[src/rtl/simon_sequencer.sv]
// simon_sequencer: pattern side of the Simon game - grows an LFSR-derived sequence, plays it on the LEDs,
// then feeds expected patterns to equality_check. Optional macro SIMON_FREE_RUN_SEED_EN free-runs the LFSR while idle.
//
// state        | meaning
// S_IDLE       | after reset, waiting for start
// S_SHOW       | lighting mem[idx] for DISPLAY_CYCLES
// S_GAP        | dark between patterns
// S_WAIT_INPUT | presenting mem[idx] to equality_check, waiting for a press
// S_GROW       | round complete: extend the sequence or declare a win
// S_PAUSE      | dark before replaying the grown sequence
// S_LOSE       | wrong entry, all LEDs lit until start
// S_WIN        | MAX_LEN reached, alternating LEDs until start
module simon_sequencer #(
    parameter int         MAX_LEN        = 16,
    parameter int         DISPLAY_CYCLES = 25_000_000,
    parameter int         GAP_CYCLES     = 12_500_000,
    parameter logic [7:0] SEED           = 8'hA5
) (
    input  logic       clk,
    input  logic       rst_n,
    input  logic       start,
    input  logic       input_done,
    input  logic       input_correct,
    output logic [5:0] number_desired,
    output logic [5:0] led_pattern,
    output logic       expecting_input,
    output logic [5:0] level,
    output logic       game_over,
    output logic       game_won
);

    localparam int TMAX = (DISPLAY_CYCLES > GAP_CYCLES) ? DISPLAY_CYCLES : GAP_CYCLES;
    localparam int TW   = $clog2(TMAX + 1);
    localparam int AW   = (MAX_LEN > 1) ? $clog2(MAX_LEN) : 1;

    localparam logic [TW-1:0] T_SHOW  = TW'(DISPLAY_CYCLES);
    localparam logic [TW-1:0] T_GAP   = TW'(GAP_CYCLES - 1);
    localparam logic [TW-1:0] T_ONE   = TW'(1);
    localparam logic [5:0]    LEN_MAX = 6'(MAX_LEN);

    typedef enum logic [2:0] {
        S_IDLE, S_SHOW, S_GAP, S_WAIT_INPUT, S_GROW, S_PAUSE, S_LOSE, S_WIN
    } state_t;

    state_t        state_q, state_d;
    logic [7:0]    lfsr_q, lfsr_d, lfsr_nx;
    logic [5:0]    len_q, len_d, idx_q, idx_d, last_idx;
    logic [TW-1:0] timer_q, timer_d;
    logic          done_dly_q, press;
    logic [5:0]    mem_q [MAX_LEN];
    logic          wr_en;
    logic [AW-1:0] wr_addr;
    logic [5:0]    new_elem;

    logic [5:0]    led_q, led_d, nd_q, nd_d, level_q;
    logic          exp_q, over_q, won_q;

    assign lfsr_nx  = {lfsr_q[6:0], lfsr_q[7] ^ lfsr_q[5] ^ lfsr_q[4] ^ lfsr_q[3]};
    assign new_elem = (lfsr_nx[5:0] == 6'h00) ? 6'h01 : lfsr_nx[5:0];
    assign press    = input_done & ~done_dly_q;
    assign last_idx = len_q - 6'd1;

    always_comb begin
        state_d = state_q;
        lfsr_d  = lfsr_q;
        len_d   = len_q;
        idx_d   = idx_q;
        timer_d = timer_q;
        wr_en   = 1'b0;
        wr_addr = '0;
        led_d   = 6'h00;

        case (state_q)
            S_IDLE, S_LOSE, S_WIN: begin
`ifdef SIMON_FREE_RUN_SEED_EN
                lfsr_d = lfsr_nx;
`endif
                if (start) begin
                    lfsr_d  = lfsr_nx;
                    wr_en   = 1'b1;
                    wr_addr = '0;
                    len_d   = 6'd1;
                    idx_d   = 6'd0;
                    timer_d = T_SHOW;
                    state_d = S_SHOW;
                end
            end
            S_SHOW: begin
                // First SHOW cycle is dark; LEDs light from the cycle after entry.
                if (timer_q == '0) begin
                    timer_d = T_GAP;
                    state_d = S_GAP;
                end else begin
                    timer_d = timer_q - T_ONE;
                    led_d   = mem_q[idx_q[AW-1:0]];
                end
            end
            S_GAP: begin
                if (timer_q != '0) begin
                    timer_d = timer_q - T_ONE;
                end else if (idx_q == last_idx) begin
                    idx_d   = 6'd0;
                    state_d = S_WAIT_INPUT;
                end else begin
                    idx_d   = idx_q + 6'd1;
                    timer_d = T_SHOW;
                    state_d = S_SHOW;
                end
            end
            S_WAIT_INPUT: begin
                if (press) begin
                    if (!input_correct)          state_d = S_LOSE;
                    else if (idx_q == last_idx)  state_d = S_GROW;
                    else                         idx_d   = idx_q + 6'd1;
                end
            end
            S_GROW: begin
                if (len_q == LEN_MAX) begin
                    state_d = S_WIN;
                end else begin
                    lfsr_d  = lfsr_nx;
                    wr_en   = 1'b1;
                    wr_addr = len_q[AW-1:0];
                    len_d   = len_q + 6'd1;
                    idx_d   = 6'd0;
                    timer_d = T_GAP;
                    state_d = S_PAUSE;
                end
            end
            S_PAUSE: begin
                if (timer_q == '0) begin
                    timer_d = T_SHOW;
                    state_d = S_SHOW;
                end else begin
                    timer_d = timer_q - T_ONE;
                end
            end
            default: state_d = S_IDLE;
        endcase

        if (state_d == S_LOSE)     led_d = 6'h3F;
        else if (state_d == S_WIN) led_d = 6'h2A;

        // mem is never written in a cycle that enters WAIT_INPUT, so the current array is safe to read.
        nd_d = (state_d == S_WAIT_INPUT) ? mem_q[idx_d[AW-1:0]] : nd_q;
    end

    always_ff @(posedge clk or negedge rst_n) begin
        if (!rst_n) begin
            state_q    <= S_IDLE;
            lfsr_q     <= SEED;
            len_q      <= '0;
            idx_q      <= '0;
            timer_q    <= '0;
            done_dly_q <= 1'b0;
            led_q      <= '0;
            nd_q       <= '0;
            exp_q      <= 1'b0;
            level_q    <= '0;
            over_q     <= 1'b0;
            won_q      <= 1'b0;
            for (int i = 0; i < MAX_LEN; i++) mem_q[i] <= '0;
        end else begin
            state_q    <= state_d;
            lfsr_q     <= lfsr_d;
            len_q      <= len_d;
            idx_q      <= idx_d;
            timer_q    <= timer_d;
            done_dly_q <= input_done;
            led_q      <= led_d;
            nd_q       <= nd_d;
            exp_q      <= (state_d == S_WAIT_INPUT);
            level_q    <= len_d;
            over_q     <= (state_d == S_LOSE);
            won_q      <= (state_d == S_WIN);
            if (wr_en) mem_q[wr_addr] <= new_elem;
        end
    end

    assign number_desired  = nd_q;
    assign led_pattern     = led_q;
    assign expecting_input = exp_q;
    assign level           = level_q;
    assign game_over       = over_q;
    assign game_won        = won_q;

endmodule

[config.mk]
export PLATFORM = sky130hd
export DESIGN_NAME = simon_sequencer
export DESIGN_NICKNAME = d
export VERILOG_FILES = /design/src/rtl/simon_sequencer.sv
export SDC_FILE = /design/constraint.sdc
export NUM_CORES = 1
export LEC_CHECK = 0
export ABC_CLOCK_PERIOD_IN_PS = 8370
export CORE_ASPECT_RATIO = 0.8
export CORE_MARGIN = 2
export CORE_UTILIZATION = 45
export CTS_CLUSTER_SIZE = 40
export DETAILED_ROUTE_END_ITERATION = 6
export PLACE_DENSITY = 0.71
export RECOVER_POWER = 50
export SYNTH_ARGS = -nofsm -noshare
export SYNTH_HDL_FRONTEND = slang
export SYNTH_SLANG_ARGS = --single-unit
export TNS_END_PERCENT = 1
[constraint.sdc]
create_clock -name clk -period 8.37 [get_ports clk]
set_input_delay 1.2555 -clock clk [delete_from_list [all_inputs] [get_ports clk]]
set_output_delay 1.2555 -clock clk [all_outputs]
set_load 0.01 [all_outputs]
After elaboration in Yosys (flattened, before gate mapping):

Cells that the tools add are included.

* flip-flop bits (word level): 160
* input bits: 5
* output and inout bits: 21

* add/subtract/negate cells: 4
* $lt $le $gt $ge: 4
* equality and inequality tests: 19
* muxes and demuxes: 50
* bitwise operators: 8
* reductions and logical operators: 12

Operators by type and width (number)
* 2-to-1 mux 25 bit: 6
* one-hot mux 25 bit (5 select lines): 1
* 2-to-1 mux 6 bit: 19
* bitwise mux 96 bit: 1
* binary-select mux 6 bit (select 4 bit): 2
* zero test 25 bit: 1
* nonzero test 25 bit: 1
* subtractor 25 x 1 -> 25 bit, second input constant: 1
* demux 6 bit (select 4 bit): 1
* one-hot mux 6 bit (4 select lines): 1
* 2-to-1 mux 3 bit: 7
* == test 3 bit, second input constant: 6
* one-hot mux 3 bit (6 select lines): 1
* 2-to-1 mux 8 bit: 2
* one-hot mux 8 bit (2 select lines): 1
* >= comparator 5 bit, second input constant: 3
* inverter 4 -> 5 bit: 3
* adder 6 x 1 -> 6 bit, second input constant: 2
* inequality test 2 bit, second input constant: 6
* one-hot mux 6 bit (2 select lines): 1
* == test 3 x 2 -> 1 bit, second input constant: 3
* 2-to-1 mux 4 bit: 2
* AND reduction 7 bit: 1
* == test 6 x 5 -> 1 bit, second input constant: 1
* other kinds (20): 24

Longest topological paths before layout:

* depth in word-level cells: 10
* mapped depth: 20
* depth with buffers taken out: 16

Worst setup path after synthesis:

No wires, ideal clock.

* kind: reg2reg
* start point: register level[0] (netlist name)
* end point: register nd_q[1], in the netlist number_desired[1]
* setup time: 104 ps
* arrival time: 3674 ps
* slack: 4592 ps
* stages on the path, launching flop included: 21
* clock period less this slack: 3778 ps
* cell sequence: dfrtp_1 > clkbuf_1 > inv_1 > ha_1 > xor2_1 > nand2_1 > nor4b_1 > and2_1 > buf_2 > inv_2 > ha_1 > nor2_1 > a31oi_1 > and2_1 > clkbuf_1 > inv_2 > nor2_1 > clkbuf_1 > nand2_1 > o2111a_1 > o41ai_2

RTL lines
* to (signal assigned): line 171 `nd_q <= nd_d;`
* to (decl): line 55 `logic [5:0] led_q, led_d, nd_q, nd_d, level_q;`

==> run metrics <==
CP max stage delay between 2 and 2.5 ns; failing checks capacitance limit, slew limit; WP data required just under 8 ns; leakage 4.16 nW; Placed Area just over 0.009 mm^2; Routed WL per cell about 20 um; cell family with most CP delay buffers and inverters; Synth warnings 0; status finished with violations; Syn Area/Cell 10.7 um^2; DRT antenna net count 0; predominant post-synthesis flop cell dfrtp_1; Synth Register Bits 160; Clock Latency Late Sink between 0.4 and 0.5 ns; Buf+Inv Stages, Crit Path 2; placed instance count 1,073; CTS tree built; global-route wire length before repair 36.3 mm; PwrDens approximately 330 mW/mm^2; Slew HR -116%; Synth Area in Compound Gates between 10% and 20%; peak supply drop 0.246 mV; fin. max-slew vios 62; final core utilization 50.5%; critical path class in2async; GRT Resource Usage Total between 20 and 25%; Starting Density 45.5%; vias per std cell 6.08; DRC Markers 0; crit share post-route 57.4%; die area 0.0210 mm^2; maximum clock path buffer count 2; Power Total 3.28 mW; post-synth top area share between 40% and 50%; worst setup margin 3.57 ns; worst r2r src level[0]; Post-synth EDFFs 0; num ports 26; Core Footprint between 0.015 and 0.02 mm^2; hold slack slightly above 0.5 ns; Mapped Nets 843; Final min period just under 5 ns; layout cells sized above 1 a little under a quarter; XOR/XNOR share of the synthesized area 2.75%; CTS resizes 0; Synth Area in Simple Gates between 10% and 20%; Final Setup Violations 0; 1st-pass router iterations 5; TNS Setup 0 ns; CTS Sinks 160; # rows 46; Async SR Flop Fraction 100%; pin count of the biggest net entering global routing 101; max_cap viols 1; Seq/Total Area, Yosys about 45%; net count of the finished layout about 840; H-Tree Depth 4; clk slew on worst S/H paths approximately 0.070 ns; GRT Residual Overflow 0; post-DP HPWL approximately 15 mm; total CTS buffers 17; pre-CTS setup slack ~3.8 ns; Layout Cells excl Fill about 1,100; worst-margin pin slew 3.24 ns; RSZ-0062 raised after global routing no; combinational family with the most area after synthesis multiplexers; count leader, synth dfrtp_1; crit path from rst_n; final hold viol count 0; slowest stage cell, crit path clkbuf_1; initial antenna violation count 0; Unique masters post-synth between 60 and 70; root buf cell clkbuf_16; Critical Path AT roughly 4.4 ns; hold_sp lfsr_q[6]; Die H around 130 um; most area-hungry cell type in the Yosys netlist dfrtp_1; final wirelength about 22 mm; hold buffers post-CTS 0; top post-synthesis cells by area dfrtp_1 44%, mux2_2 11%, mux4_2 7.6%, nand2_1 3.4%, nor2_1 3.1%; P&R area growth vs syn 11.1%; Layout Skew 0.0125 ns; GP Congestion just under 0.9; DR vias between 6,000 and 7,000; post-CTS setup buffer count 0; CP Cell Sequence buf_6 -> clkbuf_1; final instance area approximately 0.01 mm^2; initial DRC count 770; critical path startpoint category primary input; crit-path max FO 100; synth cell count leaders 156 x dfrtp_1, 87 x mux2_2, 82 x nand2_1; Synth Instances around 830; Worst Hold Class reg2reg; area share of fa/ha/maj cells after synthesis less than 1%; Fmax 208 MHz; Worst Setup End Kind asynchronous set/reset pin; synthesized cell area between 0.008 and 0.009 mm^2; Die Wd about 160 um; post-synthesis mux area share a little over a fifth; n_diodes 0; buffers added on ports 25; vias in the first global route roughly 6,500
placed cells by master (no fill, tap or decap), drive strengths merged, types with 5 or more instances in the layout:
cell type / Yosys / layout
dfrtp: 156 / 156
mux2: 87 / 87
nand2: 82 / 82
nor2: 74 / 74
a21oi: 47 / 47
o21ai: 41 / 41
inv: 26 / 34
mux4: 30 / 30
mux2i: 24 / 24
nor3: 21 / 21
nand3: 21 / 21
clkbuf: 40 / 19
xnor2: 17 / 17
clkdlybuf4s50: 0 / 16
a31oi: 15 / 15
o2111a: 12 / 12
a221oi: 12 / 12
xor2: 11 / 11
o41ai: 10 / 10
or3: 8 / 8
dlygate4sd3: 0 / 8
buf: 17 / 8
nand2b: 6 / 6
nor4: 6 / 6
ha: 5 / 5
or4: 5 / 5
or2: 5 / 5
clkinv: 2 / 5
cell type report:
class | instances | area (um^2)
Fill cell | 1735 | 9710
Multi-Input combinational cell | 588 | 4540
Sequential cell | 160 | 4010
Clock buffer | 18 | 439
Tap cell | 264 | 330
Timing Repair Buffer | 33 | 308
Clock inverter | 14 | 169
Inverter | 28 | 118
kinds of logic (layout without fill, tap and decap cells):
kind of cell	count (synthesis)	after routing
AOI/OAI and AO/OA	167	167
xor gates and xnor gates	28	28
adders and majority gates	5	5
buffers and inverters	85	93
DFF	160	160
muxes	141	141
and+or+nand+nor	247	247
sequential cells by signal, summed over array words and instances, names as in the netlist, 3 cells and up:
signal          cells
idx_q               6
level               6
lfsr_q              8
timer_q            25
led_pattern         6
state_q             3
mem_q              96
number_desired      6
report_power, final:
part	switching [mW]	total (mW)	leakage [nW]	internal [mW]
registers	0.218	1.15	2.11	0.927
clock network	0.351	0.810	0.297	0.459
logic	0.779	1.32	1.76	0.543
total	1.35	3.28	4.16	1.93
worst register-to-register path, stage by stage, from the launching register on:
cell	delay, ns
dfrtp_1	0.61
inv_1	0.15
ha_1	0.34
xor2_1	0.15
nand2_1	0.07
nor4b_1	0.40
and2_1	0.35
inv_2	0.09
ha_1	0.28
nor2_1	0.04
a31oi_1	0.12
and2_1	0.15
buf_4	0.35
inv_2	0.19
nor2_1	0.74
nand2_1	0.18
o2111a_1	0.19
o41ai_2	0.26
path summary, 6_finish.rpt:
check / end / slack (ns) / cells after the start
max reg2reg: number_desired[3] / 3.63 / 17
min reg2reg: lfsr_q[7] / 0.50 / 1
min in group asynchronous: state_q[0] / 0.92 / 1
min: lfsr_q[7] / 0.50 / 1
max: idx_q[0] / 3.57 / 2
max in group clk: number_desired[3] / 3.63 / 17
layer usage:
metal / track usage (%) / vias up / part of all wire, %
li1: - / 3029 / -
met1: 32.3 / 3394 / 47
met2: 34.1 / 271 / 45
met4: 6.09 / 0 / 1.3
met3: 4.93 / 22 / 7.0
met5: 0 / - / 0
No activity file was read; power rests on OpenSTA's default activity.
